===== src/rtl/instr_fetch_if.sv =====
// Fetch-unit bus: controller handshake, PC redirect, instruction memory port
// and the decoded instruction fields.
interface instr_fetch_if;
   logic        fetch_req;
   logic        pc_load;
   logic [31:0] pc_next;
   logic        fetch_done;
   logic        busy;
   logic [31:0] mem_addr;
   logic        mem_rd;
   logic [31:0] mem_rdata;
   logic [31:0] pc;
   logic [31:0] pc_plus4;
   logic [31:0] ir;
   logic [5:0]  opcode;
   logic [4:0]  rs;
   logic [4:0]  rt;
   logic [4:0]  rd;
   logic [4:0]  shamt;
   logic [5:0]  funct;
   logic [15:0] imm16;
   logic [25:0] target26;

   // System side: controller, datapath redirect and instruction memory
   modport master (
      output fetch_req, pc_load, pc_next, mem_rdata,
      input  fetch_done, busy, mem_addr, mem_rd, pc, pc_plus4, ir,
             opcode, rs, rt, rd, shamt, funct, imm16, target26
   );

   modport slave (
      input  fetch_req, pc_load, pc_next, mem_rdata,
      output fetch_done, busy, mem_addr, mem_rd, pc, pc_plus4, ir,
             opcode, rs, rt, rd, shamt, funct, imm16, target26
   );
endinterface


===== src/rtl/instr_fetch_unit.sv =====
// Instruction fetch unit: owns PC and IR, runs a fixed-latency instruction
// memory read and accepts branch/jump redirects from the datapath.
module instr_fetch_unit #(
   parameter int unsigned MEM_LATENCY = 2,
   parameter logic [31:0] RESET_PC    = 32'h0000_0000
) (
   input logic          clock,
   input logic          reset,
   instr_fetch_if.slave bus
);

   typedef enum logic [1:0] {IDLE, REQ, WAIT, DONE} state_t;

   state_t      state;
   logic [31:0] pc_q;
   logic [31:0] ir_q;
   logic [31:0] mem_addr_q;
   logic [3:0]  wait_cnt;
   logic [31:0] pend_pc;
   logic        pend_valid;
   logic        fetch_done_q;
   logic        mem_rd_q;
   logic        busy_q;

   logic [31:0] redirect_pc;
   logic [31:0] pc_inc;

   assign redirect_pc = {bus.pc_next[31:2], 2'b00};
   assign pc_inc      = pc_q + 32'd4;

   // NOTE: every register here, including the pending redirect, is reset
   // asynchronously so an aborted fetch leaves no trace; sequential state
   // uses non-blocking assignments only.
   always_ff @(posedge clock or posedge reset) begin
      if (reset) begin
         state        <= IDLE;
         pc_q         <= RESET_PC;
         ir_q         <= '0;
         mem_addr_q   <= RESET_PC;
         wait_cnt     <= '0;
         pend_pc      <= '0;
         pend_valid   <= 1'b0;
         fetch_done_q <= 1'b0;
         mem_rd_q     <= 1'b0;
         busy_q       <= 1'b0;
      end else begin
         fetch_done_q <= 1'b0;
         mem_rd_q     <= 1'b0;
         case (state)
            IDLE, DONE: begin
               if (bus.pc_load) pc_q <= redirect_pc;
               if (bus.fetch_req) begin
                  state      <= REQ;
                  mem_rd_q   <= 1'b1;
                  busy_q     <= 1'b1;
                  mem_addr_q <= bus.pc_load ? redirect_pc : pc_q;
               end else begin
                  state  <= IDLE;
                  busy_q <= 1'b0;
               end
            end
            REQ: begin
               state    <= WAIT;
               wait_cnt <= 4'(MEM_LATENCY);
               if (bus.pc_load) begin
                  pend_pc    <= redirect_pc;
                  pend_valid <= 1'b1;
               end
            end
            WAIT: begin
               wait_cnt <= wait_cnt - 4'd1;
               if (wait_cnt == 4'd1) begin
                  state        <= DONE;
                  ir_q         <= bus.mem_rdata;
                  fetch_done_q <= 1'b1;
                  busy_q       <= 1'b0;
                  pend_valid   <= 1'b0;
                  // A redirect arriving in the final WAIT cycle is the latest one
                  if (bus.pc_load)     pc_q <= redirect_pc;
                  else if (pend_valid) pc_q <= pend_pc;
                  else                 pc_q <= pc_inc;
               end else if (bus.pc_load) begin
                  pend_pc    <= redirect_pc;
                  pend_valid <= 1'b1;
               end
            end
            default: state <= IDLE;
         endcase
      end
   end

   assign bus.fetch_done = fetch_done_q;
   assign bus.busy       = busy_q;
   assign bus.mem_rd     = mem_rd_q;
   assign bus.mem_addr   = mem_addr_q;
   assign bus.pc         = pc_q;
   assign bus.pc_plus4   = pc_inc;
   assign bus.ir         = ir_q;
   assign bus.opcode     = ir_q[31:26];
   assign bus.rs         = ir_q[25:21];
   assign bus.rt         = ir_q[20:16];
   assign bus.rd         = ir_q[15:11];
   assign bus.shamt      = ir_q[10:6];
   assign bus.funct      = ir_q[5:0];
   assign bus.imm16      = ir_q[15:0];
   assign bus.target26   = ir_q[25:0];

endmodule


===== src/flat_wrapper.sv =====
// flat-port wrapper written by rule: the top's interface ports become plain ports
module instr_fetch_unit_flat 
#(
   parameter int unsigned MEM_LATENCY = 2,
   parameter logic [31:0] RESET_PC    = 32'h0000_0000
)
  (clock, reset, bus_fetch_req, bus_pc_load, bus_pc_next, bus_mem_rdata, bus_fetch_done, bus_busy, bus_mem_addr, bus_mem_rd, bus_pc, bus_pc_plus4, bus_ir, bus_opcode, bus_rs, bus_rt, bus_rd, bus_shamt, bus_funct, bus_imm16, bus_target26);
  instr_fetch_if bus_i ();
  input logic clock;
  input logic reset;
  input wire logic [$bits(bus_i.fetch_req)-1:0] bus_fetch_req;
  input wire logic [$bits(bus_i.pc_load)-1:0] bus_pc_load;
  input wire logic [$bits(bus_i.pc_next)-1:0] bus_pc_next;
  input wire logic [$bits(bus_i.mem_rdata)-1:0] bus_mem_rdata;
  output wire logic [$bits(bus_i.fetch_done)-1:0] bus_fetch_done;
  output wire logic [$bits(bus_i.busy)-1:0] bus_busy;
  output wire logic [$bits(bus_i.mem_addr)-1:0] bus_mem_addr;
  output wire logic [$bits(bus_i.mem_rd)-1:0] bus_mem_rd;
  output wire logic [$bits(bus_i.pc)-1:0] bus_pc;
  output wire logic [$bits(bus_i.pc_plus4)-1:0] bus_pc_plus4;
  output wire logic [$bits(bus_i.ir)-1:0] bus_ir;
  output wire logic [$bits(bus_i.opcode)-1:0] bus_opcode;
  output wire logic [$bits(bus_i.rs)-1:0] bus_rs;
  output wire logic [$bits(bus_i.rt)-1:0] bus_rt;
  output wire logic [$bits(bus_i.rd)-1:0] bus_rd;
  output wire logic [$bits(bus_i.shamt)-1:0] bus_shamt;
  output wire logic [$bits(bus_i.funct)-1:0] bus_funct;
  output wire logic [$bits(bus_i.imm16)-1:0] bus_imm16;
  output wire logic [$bits(bus_i.target26)-1:0] bus_target26;
  assign bus_i.fetch_req = bus_fetch_req;
  assign bus_i.pc_load = bus_pc_load;
  assign bus_i.pc_next = bus_pc_next;
  assign bus_i.mem_rdata = bus_mem_rdata;
  assign bus_fetch_done = bus_i.fetch_done;
  assign bus_busy = bus_i.busy;
  assign bus_mem_addr = bus_i.mem_addr;
  assign bus_mem_rd = bus_i.mem_rd;
  assign bus_pc = bus_i.pc;
  assign bus_pc_plus4 = bus_i.pc_plus4;
  assign bus_ir = bus_i.ir;
  assign bus_opcode = bus_i.opcode;
  assign bus_rs = bus_i.rs;
  assign bus_rt = bus_i.rt;
  assign bus_rd = bus_i.rd;
  assign bus_shamt = bus_i.shamt;
  assign bus_funct = bus_i.funct;
  assign bus_imm16 = bus_i.imm16;
  assign bus_target26 = bus_i.target26;
  instr_fetch_unit #(.MEM_LATENCY(MEM_LATENCY), .RESET_PC(RESET_PC)) u_core (.clock(clock), .reset(reset), .bus(bus_i));
endmodule

===== config.mk =====
export PLATFORM = sky130hd
export DESIGN_NAME = instr_fetch_unit_flat
export DESIGN_NICKNAME = d
export VERILOG_FILES = /design/src/rtl/instr_fetch_if.sv /design/src/rtl/instr_fetch_unit.sv /design/src/flat_wrapper.sv
export SDC_FILE = /design/constraint.sdc
export NUM_CORES = 1
export LEC_CHECK = 0
export CAP_MARGIN = 5
export CORE_MARGIN = 3
export CORE_UTILIZATION = 45
export CTS_BUF_LIST = sky130_fd_sc_hd__clkbuf_8 sky130_fd_sc_hd__clkbuf_16
export DETAILED_ROUTE_END_ITERATION = 8
export GPL_ROUTABILITY_DRIVEN = 0
export HOLD_SLACK_MARGIN = 0.05
export MAX_ROUTING_LAYER = met4
export PLACE_DENSITY = 0.81
export SLEW_MARGIN = 20
export SYNTH_ARGS = -nofsm -noshare
export SYNTH_HDL_FRONTEND = slang
export SYNTH_SLANG_ARGS = --single-unit

===== constraint.sdc =====
create_clock -name clock -period 5.3 [get_ports clock]
set_clock_uncertainty 0.15 [all_clocks]
set_input_delay 1.06 -clock clock [delete_from_list [all_inputs] [get_ports clock]]
set_output_delay 1.06 -clock clock [all_outputs]
set_load 0.03 [all_outputs]

# --- Word-level counts from Yosys, hierarchy flattened ---
# Index checks and enable logic that the tools add are counted.
totals:
  ff_bits: 138
  latch_bits: 0
  mem_bits_rw: 0
  rom_bits: 0
  in_bits: 68
  wordCells: 47
  n_memories: 0
classes:
  addsub: 2
  multipliers: 0
  div: 0
  magnitude_cmp: 0
  eq_ne: 6
  shifts: 0
  muxes: 21
  n_bitwise: 0
  n_reduce_logical: 8
op_table:
  columns: ["cell", "count"]
  rows:
  - ["$mux W32", 6]
  - ["$pmux W32 S2", 2]
  - ["$add A32 B3 Y32 const B", 1]
  - ["$mux W1", 8]
  - ["$pmux W4 S2", 1]
  - ["$reduce_and A2 Y1", 4]
  - ["$pmux W2 S3", 1]
  - ["$eq A2 B2 Y1 const B", 2]
  - ["$eq A4 B1 Y1 const B", 1]
  - ["$pmux W1 S2", 2]
  - ["$reduce_bool A2 Y1", 2]
  - ["$sub A4 B1 Y4 const B", 1]
  - ["$eq A2 B1 Y1 const B", 1]
  - ["$logic_not A2 Y1", 1]
  - ["$mux W2", 1]
  - ["$ne A2 B1 Y1 const B", 1]
  - ["$ne A2 B2 Y1 const B", 1]
  - ["$reduce_or A2 Y1", 1]

# --- Logic depth before layout (Yosys ltp) ---
# Gate-level depths: netlist of the first run.
logic_depth:
  ltp_word: 5
  depth_mapped: 9
  depth_no_buf: 7

# --- Worst setup path before layout of the first run ---
# Ideal clock, no wire load.
synth_timing:
  kind: "register to output"
  startpoint: "register u_core.pc_q[7], in the netlist u_core.bus.pc[7]"
  endpoint: "output port bus_pc_plus4[25]"
  arrival_time_ps: 2288
  slack_ps: 1802
  stages_incl_launch_ff: 6
  path_cell_list: "dfrtp_1 clkbuf_2 nand4_4 nor4_2 nand4_1 xnor2_1"
synth_via:
  elab_chain_cells: 1
synth_lines:
  columns: ["element", "line", "text"]
  rows:
  - ["start: declaration", "instr_fetch_unit.sv:15", "logic [31:0] pc_q;"]
  - ["start signal: assignment", "instr_fetch_unit.sv:51", "if (bus.pc_load) pc_q <= redirect_pc;"]
  - ["start signal: assignment", "instr_fetch_unit.sv:79", "if (bus.pc_load) pc_q <= redirect_pc;"]
  - ["start signal: assignment", "instr_fetch_unit.sv:80", "else if (pend_valid) pc_q <= pend_pc;"]
  - ["$add A32 B3 Y32", "instr_fetch_unit.sv:29", "assign pc_inc = pc_q + 32'd4;"]
  - ["end: declaration", "flat_wrapper.sv:20", "output wire logic [$bits(bus_i.pc_plus4)-1:0] bus_pc_plus4;"]
# Every way passes these cells.

# --- Final worst setup path of the first run ---
layout_timing:
  startpoint: "register u_core.pc_q[5], in the netlist u_core.bus.pc[5]"
  endpoint: "output port bus_pc_plus4[27]"
# Same word-level chain as after synthesis.

==> impl_metrics.json, run 1 <==
{
  "p_per_area_mw_per_mm2": 747,
  "drive_gt1_frac": 0.133,
  "peakVddDrop_mv": 0.514,
  "htreeDepth": 4,
  "arrival_ns": 3.37,
  "synth.largest_area_cell": "dfrtp_1",
  "hold_viol_final": 0,
  "syn_area_sq_mm": 0.00732,
  "die_h_um": 134,
  "antenna_left": 0,
  "crit_cells": 5,
  "fmax_mhz": 219,
  "synth_area_leaders": "dfrtp_1 46%, mux2_2 9.8%, buf_4 7.8%",
  "busiest_layer": "met2",
  "grt_util_met1": 0.297,
  "critical_path_class": "flip-flop to output pin",
  "cp_max_fo": 8,
  "hp-class": "flip-flop to flip-flop",
  "yosys.area.top_type_share": 0.465,
  "relSlewSlack": 0.406,
  "synth_seq_cells": 136,
  "r2r_start": "u_core.state[0]",
  "postSynthCellCount": 710,
  "rsz0062_at_grt": "no",
  "p_leak_nw": 4.27,
  "syn_area_per_cell_sq_um": 10.3,
  "cts_hold_buf": 0,
  "antenna_found_initial": 1,
  "grt_max_degree": 69,
  "rows": 46,
  "dp_hpwl_um": 15600,
  "cp-start-kind": "flip-flop",
  "finalSetupTns_ns": 0,
  "grt_overflow": 0,
  "cts-buffers-inserted": 17,
  "clock_path_buffers": 2,
  "worstSkewPairLatency_ns": 0.42,
  "crit_chain": "nand4_2 > nor4_2 > nand4_1 > xnor2_1 > clkdlybuf4s50_1",
  "critPathBufInv": 1,
  "final_util": 0.650,
  "cp-endpoint": "bus_pc_plus4[27]",
  "synthFlopType": "dfrtp_1",
  "worstMarginPinSlew_ns": 0.891,
  "setup_viol_count_final": 0,
  "core_region_area_sq_mm": 0.0159,
  "reg2reg_setup_slack_ns": 2.03,
  "ys_seq_area_frac": 0.465,
  "max_cap_viol_count": 0,
  "fin_crit_ns": 4.58,
  "yosysMostFrequentCell": "dfrtp_1",
  "yosys_warnings": 0,
  "post_cts_resized": 0,
  "met3_usage": 0.0744,
  "cts_sinks": 136,
  "cp_slowest_stage_delay_ns": 0.81,
  "track_usage": 0.247,
  "port_buffers": 270,
  "yosys-top-cells-count": "136 x dfrtp_1, 76 x buf_4, 65 x nor2_1, 64 x mux2_2, 42 x a21oi_1",
  "first_pass_iters": 6,
  "crit_path_top_delay_cell": "nor4_2",
  "drv_slew": 0,
  "drtIter0Drc": 373,
  "crit_start": "u_core.bus.pc[5]",
  "vias": 6144,
  "use_met2": 0.404,
  "finalCritPeriodShare": 0.864,
  "reg2reg_to": "u_core.bus.pc[29]",
  "post-cts-setup-buffers": 0,
  "tritoncts": "yes",
  "via_per_inst": 5.50,
  "worstRegToRegCells": 8,
  "yosysUniqueCellTypes": 57,
  "nFillCells": 1278,
  "grt_pass1_wl_um": 33800,
  "clk_pin_slew_ns": 0.06,
  "synthArstFlopShare": 1.00,
  "synth.net_count": 784,
  "cp.required_ns": 4.09,
  "root_buffer": "clkbuf_16",
  "layout.nets": 961,
  "critPathTopFamily": "simple AND/OR/NAND/NOR gates",
  "start_util": 0.461,
  "synth-edff-count": 0,
  "first_global_vias": 6058,
  "drt_drc_violations_left": 0,
  "status": "finished clean",
  "routed_wl_um": 21700,
  "die_x_um": 134,
  "dieArea_sq_mm": 0.0178,
  "pin_count": 273,
  "end_kind": "output pin",
  "area_delta_synth_final_pct": 40.9,
  "wire_per_inst_um": 19.4
}
## sequential cells by signal, indices dropped and copies added, names as in the netlist
name                   count
u_core.wait_cnt            4
u_core.state               2
u_core.pend_valid          1
u_core.bus.pc             32
u_core.bus.mem_addr       32
u_core.bus.mem_rd          1
u_core.bus.fetch_done      1
u_core.bus.ir             32
u_core.pend_pc            30
u_core.bus.busy            1
## how the worst min path moves through the flow
stage / to / start / cells after the start / slack [ns]
after detailed placement: u_core.pend_pc[3] / u_core.pend_pc[3] / 1 / 0.34
after global routing: u_core.pend_pc[24] / u_core.pend_pc[24] / 1 / 0.37
after global placement: u_core.bus.busy / u_core.bus.busy / 1 / 0.33
after floorplan: u_core.pend_pc[23] / u_core.pend_pc[23] / 1 / 0.32
final: u_core.bus.busy / u_core.bus.busy / 1 / 0.35
after CTS: u_core.pend_pc[3] / u_core.pend_pc[3] / 1 / 0.36
## cell families after synthesis
logic type	after synthesis	share of synthesized area
flops	136	0.465
buf+inv	137	0.111
xor+xnor	28	0.0335
simple gates	162	0.113
mux	92	0.137
compound gates	149	0.131
fa+ha+maj	6	0.0102
## final cells by class
| cell class | count | area [sq um] | area share |
|---|---|---|---|
| sequential | 136 | 3400 | 0.330 |
| multi-input combinational | 437 | 3120 | 0.302 |
| timing repair buffer | 277 | 2750 | 0.266 |
| clock buffer | 19 | 453 | 0.0439 |
| tap | 216 | 270 | 0.0262 |
| clock inverter | 13 | 249 | 0.0241 |
| inverter | 18 | 72.6 | 0.00703 |
| antenna | 1 | 2.50 | 0.000242 |
## layer usage
layer / vias up / routed length (um)
li1: 2807 / -
met1: 3015 / 8800
met2: 284 / 10700
met3: 38 / 1740
met4: 0 / 427
met5: - / 0
## report_power, final
group          internal, mW  switching (mW)
clock network         0.952           0.448
registers              1.51           0.531
logic                  1.77            2.50
## cells in the final DEF (no fill, tap or decap), types with 4 or more instances in the layout
master and n:
and3_1 8, bufinv_16 7, nand3_1 20, dfrtp_1 136, a22o_1 6, and2_1 5, nor2_1 64, a22oi_1 16
inv_1 17, clkdlybuf4s50_1 269, or3_1 5, ha_1 6, a21oi_1 41, o2bb2ai_1 4, a221o_1 4, a31oi_1 10
o21ai_0 36, o211ai_1 4, mux2i_1 28, nand2_1 25, nand4_1 4, buf_4 7, clkbuf_16 17, a32oi_1 5
xor2_1 11, mux2_2 64, clkinvlp_4 4, xnor2_1 17, nor3_1 7
## metrics by stage
step	hold slack [ns]	setup WS [ns]	cells	cell area, sq um	power, mW
floorplan	0.323	0.451	710	7320	4.81
global placement	0.327	1.24	1084	9610	6.24
detailed placement	0.343	1.20	1084	9610	6.33
CTS	0.357	0.736	1116	10300	7.75
global route	0.366	0.506	1117	10300	8.08
finish	0.348	0.723	1117	10300	7.71
(Power assumes the default switching activity.)
==> run 2, diff against run 1 <==
--- a/config.mk
+++ b/config.mk
@@ -6,9 +6,10 @@
 export NUM_CORES = 1
 export LEC_CHECK = 0
 export CAP_MARGIN = 5
-export CORE_MARGIN = 3
+export CORE_MARGIN = 2
 export CORE_UTILIZATION = 45
 export CTS_BUF_LIST = sky130_fd_sc_hd__clkbuf_8 sky130_fd_sc_hd__clkbuf_16
+export CTS_CLUSTER_SIZE = 14
 export DETAILED_ROUTE_END_ITERATION = 8
 export GPL_ROUTABILITY_DRIVEN = 0
 export HOLD_SLACK_MARGIN = 0.05
==> run 2 against run 1 <==
  * Via count grew 0.13%
  * Die area shrank 3.0%
  * Critical endpoint unchanged
  * Cell area decreased by 1.8%
  * Clock power fell by 24%
  * Highest routed layer unchanged
  * Final cell count about the same
  * Critical path type unchanged
  * Global-route usage grew 0.50 points
==> impl_metrics.json, run 2 (synthesized netlist as in run 1, its figures left out) <==
{
  "layout_commonest_cell": "clkdlybuf4s50_1",
  "die_h_um": 132,
  "via_per_inst": 5.51,
  "fin_area_sq_mm": 0.0101,
  "grt_max_degree": 99,
  "grt_overflow": 0,
  "cts_hold_buf": 0,
  "r2r_start": "u_core.state[0]",
  "htreeDepth": 4,
  "p_total_mw": 7.38,
  "core_region_area_sq_mm": 0.0159,
  "routed_wl_um": 21300,
  "antenna_cells": 0,
  "hp-class": "flip-flop to flip-flop",
  "nFillCells": 1349,
  "first_global_vias": 6083,
  "drive_gt1_frac": 0.130,
  "die_x_um": 132,
  "final_util": 0.638,
  "rows": 46,
  "peakVddDrop_mv": 0.333,
  "drv_slew": 0,
  "grt_pass1_wl_um": 33800,
  "arrival_ns": 3.31,
  "layout.nets": 961,
  "antenna_found_initial": 0,
  "post_cts_resized": 0,
  "max_cap_viol_count": 0,
  "post-cts-setup-buffers": 0,
  "finalSetupTns_ns": 0,
  "p_leak_nw": 4.22,
  "critPathBufInv": 1,
  "wire_per_inst_um": 19.1,
  "p_per_area_mw_per_mm2": 728,
  "cp-start-kind": "flip-flop",
  "antenna_left": 0,
  "dp_hpwl_um": 15100,
  "hold_viol_final": 0,
  "drt_drc_violations_left": 0,
  "end_kind": "output pin",
  "fin_crit_ns": 4.52,
  "port_buffers": 270,
  "first_pass_iters": 5,
  "worstMarginPinSlew_ns": 0.939,
  "finalCritPeriodShare": 0.853,
  "cts_sinks": 136,
  "worstSkewPairLatency_ns": 0.42,
  "final_cell_mix": "269 x clkdlybuf4s50_1, 136 x dfrtp_1, 64 x mux2_2, 64 x nor2_1, 41 x a21oi_1",
  "crit_start": "u_core.bus.pc[4]",
  "setup_viol_count_final": 0,
  "min_from": "u_core.pend_pc[16]",
  "cp_slowest_stage_delay_ns": 0.80,
  "crit_path_top_delay_cell": "nor4_2",
  "rsz0062_at_grt": "no",
  "post-place-ws_ns": 1.23,
  "area_delta_synth_final_pct": 38.4,
  "critical_path_class": "flip-flop to output pin",
  "pin_count": 273,
  "fin_ws_ns": 0.782,
  "cp.required_ns": 4.09,
  "critPathTopFamily": "simple AND/OR/NAND/NOR gates",
  "vias": 6152,
  "relSlewSlack": 0.374,
  "root_buffer": "clkbuf_16",
  "drtIter0Drc": 454,
  "start_util": 0.461,
  "cp_max_fo": 8,
  "track_usage": 0.252,
  "clock_path_buffers": 2,
  "status": "finished clean",
  "crit_chain": "nand4_2 > nor4_2 > nand4_1 > xnor2_1 > clkdlybuf4s50_1",
  "fmax_mhz": 221,
  "placed_area_sq_mm": 0.00961,
  "tritoncts": "yes",
  "dieArea_sq_mm": 0.0173,
  "cts-buffers-inserted": 17,
  "clk_pin_slew_ns": 0.05
}
run 2: path summary, 6_finish.rpt:
path / endpoint / slack [ns] / cells after the start
setup / recovery: bus_pc_plus4[27] / 0.78 / 5
hold / removal: u_core.pend_pc[16] / 0.36 / 1
setup reg to reg: u_core.pend_pc[31] / 2.18 / 8
hold reg to reg: u_core.pend_pc[16] / 0.36 / 1
max in group asynchronous: u_core.bus.mem_addr[2] / 2.99 / 3
min in group asynchronous: u_core.bus.ir[25] / 1.07 / 2
run 2: stage by stage:
stage / instances / hold WS, ns
3_5_place_dp: 1084 / 0.341
3_3_place_gp: 1084 / 0.333
6_report: 1116 / 0.356
4_1_cts: 1116 / 0.354
2_1_floorplan: 710 / 0.323
5_1_grt: 1116 / 0.367
run 2: power by group:
| group | switching (mW) | internal, mW | leakage (nW) |
|---|---|---|---|
| clock | 0.442 | 0.628 | 0.280 |
| combinational | 2.49 | 1.77 | 2.30 |
| sequential | 0.536 | 1.51 | 1.64 |
| total | 3.47 | 3.91 | 4.22 |
run 2: layout make-up:
class	count	area [sq um]	share of cell area
Sequential cell	136	3400	0.336
Multi-Input combinational cell	437	3120	0.308
Timing Repair Buffer	277	2750	0.271
Clock buffer	17	425	0.0420
Tap cell	216	270	0.0267
Clock inverter	15	97.6	0.00962
Inverter	18	72.6	0.00716
run 2: per-layer routing:
metal | vias up | share of wire | GRT usage
li1 | 2801 | - | -
met1 | 3024 | 0.41 | 0.303
met2 | 288 | 0.50 | 0.419
met3 | 39 | 0.067 | 0.0598
met4 | 0 | 0.025 | 0.0833
met5 | - | 0 | -
